$ cat src/rtl/gb_oam_dma.sv
// gb_oam_dma: Game Boy OAM DMA controller.
// A write to FF46 copies 160 bytes from page {value,8'h00} into OAM, one byte
// every CYCLES_PER_BYTE clocks. Source pages at or above 0xE0 are folded down
// by 0x20 so that echo RAM reads the underlying work RAM.
module gb_oam_dma #(
    parameter int CYCLES_PER_BYTE = 4
) (
    input  logic        clk,
    input  logic        reset,
    input  logic        reg_write,
    input  logic [7:0]  reg_din,
    output logic [7:0]  reg_dout,
    output logic        active,
    output logic [15:0] adr_rd,
    output logic        read,
    input  logic [7:0]  din,
    output logic [7:0]  adr_wr,
    output logic        write,
    output logic [7:0]  dout
);

    localparam int PH_W = (CYCLES_PER_BYTE > 1) ? $clog2(CYCLES_PER_BYTE) : 1;
    localparam logic [PH_W-1:0] PH_LAST  = PH_W'(CYCLES_PER_BYTE - 1);
    localparam logic [PH_W-1:0] PH_LATCH = PH_W'(CYCLES_PER_BYTE - 2);
    localparam logic [PH_W-1:0] PH_ONE   = PH_W'(1);
    localparam logic [7:0]      IDX_LAST = 8'd159;

    typedef enum logic [1:0] {
        IDLE  = 2'd0,
        START = 2'd1,
        XFER  = 2'd2
    } state_t;

    state_t          r_state;
    state_t          w_next;
    logic [7:0]      r_src;
    logic [PH_W-1:0] r_ph;
    logic [7:0]      r_idx;
    logic [7:0]      r_latch;
    logic            r_hold;      // value of active carried through START
    logic            w_ph_last;
    logic            w_idx_last;
    logic [7:0]      w_page;

    assign w_ph_last  = (r_ph == PH_LAST);
    assign w_idx_last = (r_idx == IDX_LAST);
    assign w_page     = (r_src >= 8'hE0) ? (r_src - 8'h20) : r_src;
    assign reg_dout   = r_src;

    // State register; reset forces IDLE even against a simultaneous write.
    always_ff @(posedge clk) begin
        if (reset) begin
            r_state <= IDLE;
        end else begin
            r_state <= w_next;
        end
    end

    // Next state: a register write restarts from any state.
    always_comb begin
        w_next = r_state;
        if (reg_write) begin
            w_next = START;
        end else begin
            case (r_state)
                START:   if (w_ph_last) w_next = XFER;
                XFER:    if (w_ph_last && w_idx_last) w_next = IDLE;
                default: w_next = r_state;
            endcase
        end
    end

    // Page register, phase/index counters and the active-hold flag.
    always_ff @(posedge clk) begin
        if (reset) begin
            r_src  <= 8'hFF;
            r_ph   <= '0;
            r_idx  <= 8'd0;
            r_hold <= 1'b0;
        end else if (reg_write) begin
            r_src  <= reg_din;
            r_ph   <= '0;
            r_idx  <= 8'd0;
            // Keep OAM blocked if a transfer was already owning it.
            r_hold <= (r_state == XFER) || ((r_state == START) && r_hold);
        end else begin
            case (r_state)
                START: begin
                    r_ph <= w_ph_last ? '0 : (r_ph + PH_ONE);
                end
                XFER: begin
                    if (w_ph_last) begin
                        r_ph <= '0;
                        if (!w_idx_last) begin
                            r_idx <= r_idx + 8'd1;
                        end
                    end else begin
                        r_ph <= r_ph + PH_ONE;
                    end
                end
                default: begin
                    r_ph <= '0;
                end
            endcase
        end
    end

    // Capture the source byte on the edge leaving the last read phase.
    always_ff @(posedge clk) begin
        if ((r_state == XFER) && (r_ph == PH_LATCH)) begin
            r_latch <= din;
        end
    end

    // Outputs: reads on phases 0..N-2, the OAM write on phase N-1.
    always_comb begin
        active = 1'b0;
        read   = 1'b0;
        write  = 1'b0;
        adr_rd = 16'h0000;
        adr_wr = 8'h00;
        dout   = 8'h00;
        case (r_state)
            START: begin
                active = r_hold;
                adr_rd = {w_page, r_idx};
                adr_wr = r_idx;
                dout   = r_latch;
            end
            XFER: begin
                active = 1'b1;
                adr_rd = {w_page, r_idx};
                adr_wr = r_idx;
                dout   = r_latch;
                read   = !w_ph_last;
                write  = w_ph_last;
            end
            default: begin
                active = 1'b0;
            end
        endcase
    end

endmodule
$ cat config.mk
export PLATFORM = sky130hd
export DESIGN_NAME = gb_oam_dma
export DESIGN_NICKNAME = d
export VERILOG_FILES = /design/src/rtl/gb_oam_dma.sv
export SDC_FILE = /design/constraint.sdc
export NUM_CORES = 1
export LEC_CHECK = 0
export ABC_AREA = 1
export CORE_ASPECT_RATIO = 0.9
export CORE_MARGIN = 1.5
export CORE_UTILIZATION = 30
export DETAILED_ROUTE_END_ITERATION = 10
export MAX_ROUTING_LAYER = met4
export PLACE_DENSITY = 0.69
export SLEW_MARGIN = 20
export SYNTH_ARGS = -nofsm -noshare
export SYNTH_HDL_FRONTEND = slang
export SYNTH_SLANG_ARGS = --single-unit
$ cat constraint.sdc
create_clock -name clk -period 1.7 [get_ports clk]
set_input_delay 0.34 -clock clk [delete_from_list [all_inputs] [get_ports clk]]
set_output_delay 0.34 -clock clk [all_outputs]
set_load 0.03 [all_outputs]
==> results of run 1 <==
cell type report:
class | instances | area [sq um] | area share
multi-input combinational | 119 | 706 | 0.302
sequential | 29 | 671 | 0.287
timing repair buffer | 69 | 643 | 0.275
inverter | 40 | 153 | 0.0654
tap | 65 | 81.3 | 0.0348
clock buffer | 5 | 68.8 | 0.0295
clock inverter | 3 | 12.5 | 0.00536
placed cells by master (no fill, tap or decap), types with 2 or more instances in the layout:
cell type,count
inv_1,34
buf_4,29
nand2_1,25
clkdlybuf4s50_1,25
nor2_1,24
dfxtp_1,17
o21ai_0,16
a21oi_1,15
buf_6,13
nor2_4,10
nand3_1,10
edfxtp_1,8
inv_2,5
clkbuf_8,5
nor2_2,4
nand2_2,3
ha_1,3
ha_4,2
clkinv_1,2
dfxtp_2,2
dfxtp_4,2
kinds of logic after synthesis:
group,Yosys count,synth area share
buffers and inverters,53,0.163
XOR/XNOR,1,0.00587
adder cells (fa/ha/maj),6,0.0503
flip-flops,29,0.443
AO/OA/AOI/OAI,33,0.112
AND/OR/NAND/NOR,79,0.226
registers in the layout (all words and copies together), names as in the netlist:
name and count:
reg_dout 8, r_state 2, r_hold 1, r_ph 2
r_latch 8, r_idx 8
layer usage:
| metal | up-vias | GRT usage |
|---|---|---|
| met5 | - | - |
| met4 | 0 | 0.0364 |
| met3 | 2 | 0.0484 |
| met2 | 27 | 0.206 |
| met1 | 630 | 0.163 |
| li1 | 741 | - |
final timing paths:
path,startpoint,end,slack (ns),cells past startpoint
min reg2reg,r_ph[0]$_SDFF_PP0_,r_ph[0]$_SDFF_PP0_,0.46,1
max reg2reg,r_idx[1]$_SDFFE_PP0P_,r_idx[6]$_SDFFE_PP0P_,0.35,6
max,r_state[0]$_SDFFE_PP0P_,dout[5],0.002,5
min,r_ph[0]$_SDFF_PP0_,r_ph[0]$_SDFF_PP0_,0.46,1
power groups by stage:
stage / clock [mW] / combinational [mW] / sequential, mW
2_1_floorplan: 0 / 0.125 / 0.779
3_3_place_gp: 0 / 0.275 / 0.753
3_5_place_dp: 0 / 0.278 / 0.754
4_1_cts: 0.540 / 0.284 / 0.740
5_1_grt: 0.592 / 0.324 / 0.741
6_report: 0.528 / 0.302 / 0.740
through the flow:
stage                     setup TNS [ns]  power (mW)  utilization  area (sq um)  setup WS, ns
final                                  0        1.57        0.486          2330       0.00219
after global routing               -1.56        1.66        0.486          2330       -0.0795
after CTS                       -0.00516        1.56        0.469          2250      -0.00278
after detailed placement               0        1.03        0.442          2120        0.0811
after global placement                 0        1.03        0.442          2120         0.121
after floorplan                   -0.428       0.903            -          1560       -0.0369
worst max-delay path, stage by stage, from the launching register on:
cell     delay (ns)
dfxtp_2        0.34
inv_2          0.04
ha_4           0.31
buf_12         0.16
nor2_1         0.06
buf_4          0.16
repair_timing:
action                                  4_1_cts  5_1_grt
resized for setup                            16       20
pin swaps                                     2        2
setup buffers                                 0        2
endpoints found under the setup margin       37       35
hold buffers                                  0        0
==> run metrics, run 1 <==
status=complete, no violations; CTS tree=yes; crit end category=output pin; met1 WL=1580 microns; maximum vdd drop=0.000415 V; initial DRC count=70; Max H-tree Level=2; combinational power share=0.192; Worst-Skew Late Latency=0.28 ns; Routed met3 length=157 microns; Rel. slew slack=0.786; top-count cell post-synth=inv_1; Root Driver=clkbuf_8; layout cells sized above 1=0.313; via count=1400; post-synthesis sequential area ratio=0.443; WP data required=1.36 ns; Synthesized Nets=226; top cells by area, synth=dfxtp_1, edfxtp_1, inv_1, nor2_1, nand2_1; core area=4800 sq um; RePlAce Congestion=0.781; DR WL/cell=10.5 microns; Layout fillers=481; Via density=4.24; num rows=24; first-pass iteration count of the detailed router=4; Max Root-Sink Buffers=2; clk sinks=29; Tmin final=1.70 ns; P&R area growth vs syn=56.4%; critical path type=reg -> out; Layout Cells excl Fill=330; unrepaired setup endpoints after global routing=true; DRC=0; Top Metal Used=met4; HP Class=reg -> reg; Die Span X=77.4 microns; NetSw=0.431 mW; Clock Skew=0.00583 ns; Port Buffer Count=61; power density cells=672 nW/um^2; CP Launch Type=flip-flop; Post-Syn Instances=201; post-synth top area share=0.282; WL met2=1700 microns; hold_ws=0.456 ns; Mapped Area=1490 sq um; EDFF count, synth=8; Reg clk slew, reported paths=0.06 ns; crit path DAT=1.36 ns; switching share of power=0.275; Num CTS Buffers=5; I/O pins=62; max-slew violations=0; Fmax achieved=0.589 GHz; yosys warns=0; setup violators final=0; Clock Power Share=0.336; Routed Antenna Nets=0; nets=289; grt ovf=0; Synth Flop Type=dfxtp_1; Die ar.=5410 sq um; vias in the first global route=1254; Power Internal=1.14 mW; initial antenna violation count=0; worst-path maximum fanout=13; Worst-Margin Slew=0.320 ns; Die H=69.9 microns; placed cells=320; antenna diode count=0; pin count of the biggest net entering global routing=15; initial core utilization=0.311; Leak=1.01 nW; Mean Syn Cell Area=7.43 sq um; Detail Placement HPWL=2580 microns; Hold Vio Cnt, Final=0; asr flop ratio synth=0; Max-cap violations=0; part of the power in registers=0.471; Yosys top cell by area=dfxtp_1; first-pass GRT wire length=5480 microns; Total Routed Length=3460 microns; gr usage total=0.133; Post-synth top cells=inv_1, nor2_1, nand2_1; fin crit share=0.999; #FFs+latches synth=29; synth unique cells=21
Note: power is estimated with default switching activity, not from simulation.
==> run 2, diff against run 1 <==
--- a/config.mk
+++ b/config.mk
@@ -7,7 +7,7 @@
 export LEC_CHECK = 0
 export ABC_AREA = 1
 export CORE_ASPECT_RATIO = 0.9
-export CORE_MARGIN = 1.5
+export CORE_MARGIN = 2
 export CORE_UTILIZATION = 30
 export DETAILED_ROUTE_END_ITERATION = 10
 export MAX_ROUTING_LAYER = met4
==> run 2 against run 1 <==
Effect of this change:
- power rose by 3.1%
- sequential power barely moved
- global-route usage increased by 0.098 points
- clock power is 4.4% higher
- non-clock buffer count decreased by 1
- worst setup slack worse by 0.020 ns
- critical path depth is the same
- the flow now finishes with violations (setup timing)
- worst hold slack got worse by 0.0046 ns
- cell area grew 5.3%
==> run metrics, run 2 (synthesis results as in run 1) <==
CTS tree=yes; Power Internal=1.16 mW (+2.0%); total chip power=1.62 mW (+3.1%); maximum vdd drop=0.000363 V (-12%); CP Launch Point=r_state[0]$_SDFFE_PP0P_; setup violators final=14 (+14); TNS Setup=-0.118 ns (-0.118 ns); Via density=4.22 (-0.56%); WP data required=1.36 ns (about the same); Worst-Skew Late Latency=0.28 ns (about the same); I/O pins=62 (unchanged); Leak=1.03 nW (+2.2%); max-slew violations=0 (unchanged); Die H=70.9 microns (+1.4%); layout cells sized above 1=0.356 (+0.0429); critical path type=reg -> out; Total Routed Length=3520 microns (+1.6%); worst-path maximum fanout=8 (-5); failing checks=setup timing; unrepaired setup endpoints after global routing=true; Layout Cells excl Fill=329 (-0.30%); Root Driver=clkbuf_8; Hold Vio Cnt, Final=0 (unchanged); Worst-Margin Slew=0.316 ns (-0.00360 ns); Num CTS Buffers=5 (unchanged); Routed Antenna Nets=0 (unchanged); Cell Area, Placed=2120 sq um (-0.35%); crit path DAT=1.38 ns (+0.02 ns); initial antenna violation count=0 (unchanged); Reg clk slew, reported paths=0.06 ns (about the same); num rows=24 (unchanged); Max-cap violations=0 (unchanged); Setup WS post-layout=-0.0182 ns (-0.0204 ns); Tmin final=1.72 ns (+0.0204 ns); Detail Placement HPWL=2600 microns (+0.75%); combinational power share=0.202 (+0.010); HP Class=reg -> reg; Rel. slew slack=0.789 (+0.00241); Port Buffer Count=61 (unchanged); WL met2=1700 microns (-0.24%); Setup WS pre-CTS=0.0882 ns (+0.00719 ns); first-pass GRT wire length=5550 microns (+1.3%); NetSw=0.458 mW (+6.2%); Die ar.=5560 sq um (+2.7%); hold_sp=r_ph[0]$_SDFF_PP0_; status=finished with violations; met1 WL=1610 microns (+2.0%); core area=4800 sq um (unchanged); finished layout cell area=2460 sq um (+5.3%); most common cell after layout, fill and taps aside=inv_1; power density cells=658 nW/um^2 (-2.1%); crit end category=output pin; Clock Power Share=0.341 (+0.005); Top Metal Used=met4; placed cells=319 (-0.31%); fin crit share=1.01 (+0.0120); switching share of power=0.283 (+0.00805); Max Root-Sink Buffers=2 (unchanged); pin count of the biggest net entering global routing=15 (unchanged); via count=1388 (-0.86%); P&R area growth vs syn=64.7%; hold_buf cts=0 (unchanged); Clock Skew=0.00850 ns (+0.00267 ns); Fmax achieved=0.582 GHz (-1.2%); reg-to-reg startpoint=r_idx[1]$_SDFFE_PP0P_; nets=288 (-0.35%); RePlAce Congestion=0.804 (+3.0%); antenna diode count=0 (unchanged); clk sinks=29 (unchanged); part of the power in registers=0.457 (-0.014); Die Span X=78.4 microns (+1.3%); grt ovf=0 (unchanged); Max H-tree Level=2 (unchanged); vias in the first global route=1274 (+1.6%); commonest non-fill, non-tap cells in the layout=inv_1, buf_6, nand2_1, clkdlybuf4s50_1, dfxtp_1; Routed met3 length=146 microns (-7.0%); DRC=0 (unchanged); gr usage total=0.134 (+0.000979); initial DRC count=90 (+29%); first-pass iteration count of the detailed router=4 (unchanged); Final Util=0.512 (+0.0258); DR WL/cell=10.7 microns (+2.0%); initial core utilization=0.311 (unchanged); CP Launch Type=flip-flop; hold_ws=0.451 ns (-0.00461 ns)
run 2: cell count changes in the layout (fill, tap and decap cells not counted), moves of 2 or more:
cell,previous run,this run
nor2_2,4,9
clkinv_1,2,0
nor2_4,10,15
buf_4,29,12
buf_6,13,28
nor2_1,24,14
run 2: area by class of cell:
| cell class | instances | area, sq um |
|---|---|---|
| Tap cell | 65 | 81.3 |
| Clock inverter | 3 | 17.5 |
| Sequential cell | 29 | 671 |
| Clock buffer | 5 | 68.8 |
| Multi-Input combinational cell | 119 | 756 |
| Inverter | 40 | 153 |
| Fill cell | 447 | 2350 |
| Timing Repair Buffer | 68 | 712 |
run 2: path summary, 6_finish.rpt:
path	to	slack [ns]	cells past startpoint
worst min register to register	r_ph[0]$_SDFF_PP0_	0.45	1
worst min-delay path	r_ph[0]$_SDFF_PP0_	0.45	1
worst max-delay path	adr_rd[3]	-0.02	5
worst max register to register	r_idx[6]$_SDFFE_PP0P_	0.38	6
run 2: power by group through the flow:
stage                     Clock, mW  Combinational (mW)  Sequential [mW]
after floorplan                   0               0.125            0.779
final                         0.551               0.327            0.740
after global placement            0               0.273            0.754
after detailed placement          0               0.276            0.754
after global routing          0.599               0.348            0.742
after CTS                     0.568               0.314            0.740
run 2: critical path: stages, from the launching register on:
cell	delay [ns]
dfxtp_2	0.34
inv_2	0.05
ha_4	0.34
buf_16	0.17
nor2_4	0.04
buf_4	0.16
run 2: metal layers:
metal | vias to the layer above | track usage
met3 | 7 | 0.0421
met5 | - | -
met4 | 0 | 0.0643
met1 | 609 | 0.157
li1 | 739 | -
met2 | 33 | 0.209
run 2: timing repair:
item                       in CTS  in global routing
cloned                          1                  0
resized for setup              47                 20
setup endpoints to repair      37                 35
pin swaps                       3                 11
setup buffers                   0                  1
==> run 3, diff against run 2 <==
--- a/config.mk
+++ b/config.mk
@@ -9,9 +9,10 @@
 export CORE_ASPECT_RATIO = 0.9
 export CORE_MARGIN = 2
 export CORE_UTILIZATION = 30
+export CTS_CLUSTER_DIAMETER = 40
 export DETAILED_ROUTE_END_ITERATION = 10
 export MAX_ROUTING_LAYER = met4
-export PLACE_DENSITY = 0.69
+export PLACE_DENSITY = 0.71
 export SLEW_MARGIN = 20
 export SYNTH_ARGS = -nofsm -noshare
 export SYNTH_HDL_FRONTEND = slang
==> constraint.sdc (replaced) <==
create_clock -name clk -period 1.5 [get_ports clk]
set_input_delay 0.3 -clock clk [delete_from_list [all_inputs] [get_ports clk]]
set_output_delay 0.3 -clock clk [all_outputs]
set_load 0.03 [all_outputs]
==> run 3 against run 2 <==
Effect of this change:
- the flow still finishes with violations (setup timing)
- global-route usage up 0.57 points
- sequential share of layout area is 0.71 points lower
- power grew 12%
- flip-flop and latch count stayed put
- clock skew down 0.0050 ns
- non-clock buffer count is 8 higher
- critical path depth shrank 1
- first-iteration DRC count fell by 12%
- clock power up 9.3%
- via count is 4.2% higher
- cell area is 2.3% higher
- critical path type unchanged
==> run metrics, run 3 (synthesis results as in run 1) <==
status=finished with violations; failing checks=setup timing; hold_ws=0.439 ns (-0.0122 ns); num rows=24 (unchanged); Die ar.=5560 sq um (unchanged); initial core utilization=0.311 (unchanged); Routed Antenna Nets=0 (unchanged); crit end category=output pin; fin crit share=1.13; hold_buf cts=0 (unchanged); gr usage total=0.139 (+0.00566); power density cells=723 nW/um^2 (+9.9%); CTS tree=yes; RePlAce Congestion=0.739 (-8.0%); Total Routed Length=3520 microns (unchanged); Tmin final=1.69 ns; Reg clk slew, reported paths=0.06 ns (about the same); P&R area growth vs syn=68.5%; Die H=70.9 microns (unchanged); Hold Vio Cnt, Final=0 (unchanged); Max-cap violations=0 (unchanged); antenna diode count=0 (unchanged); Final Util=0.523 (+0.0117); Top Metal Used=met4; Via density=4.29 (+1.7%); Cell Area, Placed=2190 sq um (+3.7%); Setup WS post-layout=-0.188 ns (-0.170 ns); commonest non-fill, non-tap cells in the layout=inv_1, buf_6, nand2_1; Leak=1.07 nW (+3.4%); layout cells sized above 1=0.368 (+0.0116); grt ovf=0 (unchanged); DRC=0 (unchanged); WL met2=1620 microns (-4.7%); vias in the first global route=1339 (+5.1%); via count=1446 (+4.2%); finished layout cell area=2510 sq um (+2.3%); Num CTS Buffers=5 (unchanged); DR WL/cell=10.4 microns (-2.4%); CP Launch Type=flip-flop; crit path DAT=1.39 ns (about the same); Worst-Skew Late Latency=0.28 ns (about the same); I/O pins=62 (unchanged); Detail Placement HPWL=2620 microns (+0.73%); Clock Skew=0.00354 ns (-0.00497 ns); Routed met3 length=183 microns (+25%); pin count of the biggest net entering global routing=17 (+2); Rel. slew slack=0.706 (-0.0830); reg2reg path depth=9 (+3); Worst-Margin Slew=0.440 ns (+0.124 ns); met1 WL=1660 microns (+3.1%); clk sinks=29 (unchanged); core area=4800 sq um (unchanged); HP Class=reg -> reg; Port Buffer Count=61 (unchanged); max-slew violations=0 (unchanged); Root Driver=clkbuf_8; first-pass iteration count of the detailed router=4 (unchanged); first-pass GRT wire length=5860 microns (+5.6%); Max H-tree Level=2 (unchanged); maximum vdd drop=0.000371 V (+2.3%); initial DRC count=79 (-12%); initial antenna violation count=0 (unchanged); Max Root-Sink Buffers=2 (unchanged); nets=296 (+2.8%); TNS Setup=-4.98 ns (-4.86 ns); Die Span X=78.4 microns (unchanged); unrepaired setup endpoints after global routing=true; setup violators final=33 (+19); R2R Setup Slk=0.24 ns (-0.14 ns); most common cell after layout, fill and taps aside=inv_1; Fmax achieved=0.592 GHz; WP data required=1.20 ns (-0.16 ns); critical path type=reg -> out; worst-path maximum fanout=7 (-1); Setup WS pre-CTS=-0.0146 ns (-0.103 ns); Hold Crit Depth=1 (unchanged)
-- run 3: changes by cell type in the layout (fill, tap and decap cells not counted), moves of 4 or more --
| cell | delta |
|---|---|
| nor2_2 | -5 |
| dfxtp_2 | +4 |
| dlygate4sd2_1 | +7 |
| buf_4 | +10 |
| nor2_4 | +5 |
| clkdlybuf4s50_1 | -7 |
-- run 3: worst max-delay path: stages (launching register included) --
cell      delay, ns
dfxtp_2        0.34
ha_4           0.30
buf_6          0.13
a211oi_2       0.14
buf_4          0.19
-- run 3: metal layers --
layer  vias up  global-route usage
met1       639               0.174
met4         0              0.0585
met3         7              0.0319
li1        754                   -
met2        46               0.218
met5         -                   -
-- run 3: final cells by class --
class,instances,area [sq um]
Clock buffer,5,68.8
Timing Repair Buffer,76,756
Tap cell,65,81.3
Fill cell,458,2290
Multi-Input combinational cell,119,776
Sequential cell,29,668
Inverter,40,153
Clock inverter,3,12.5
-- run 3: worst paths after layout --
path	startpoint	to
worst max-delay path	r_state[1]$_SDFFE_PP0P_	adr_rd[13]
worst min-delay path	r_ph[0]$_SDFF_PP0_	r_ph[0]$_SDFF_PP0_
worst max register to register	r_idx[0]$_SDFFE_PP0P_	r_idx[3]$_SDFFE_PP0P_
worst min register to register	r_ph[0]$_SDFF_PP0_	r_ph[0]$_SDFF_PP0_
-- run 3: timing repair --
item | CTS | global route
buffers inserted | 5 | 0
cloned | 1 | 0
hold endpoints to repair | 0 | 0
setup endpoints to repair | 43 | 35
resized for setup | 55 | 4
pin swaps | 14 | 1
-- run 3: report_power, final --
part	total, mW	leakage [nW]	internal [mW]	switching [mW]
Clock	0.602	0.0430	0.311	0.290
Combinational	0.380	0.781	0.176	0.204
Sequential	0.837	0.245	0.825	0.0128
-- run 3: per-stage QoR --
step,total power [mW],instances
CTS,1.84,337
detailed placement,1.19,323
global route,1.91,337
floorplan,1.05,201
finish,1.82,337
global placement,1.18,323
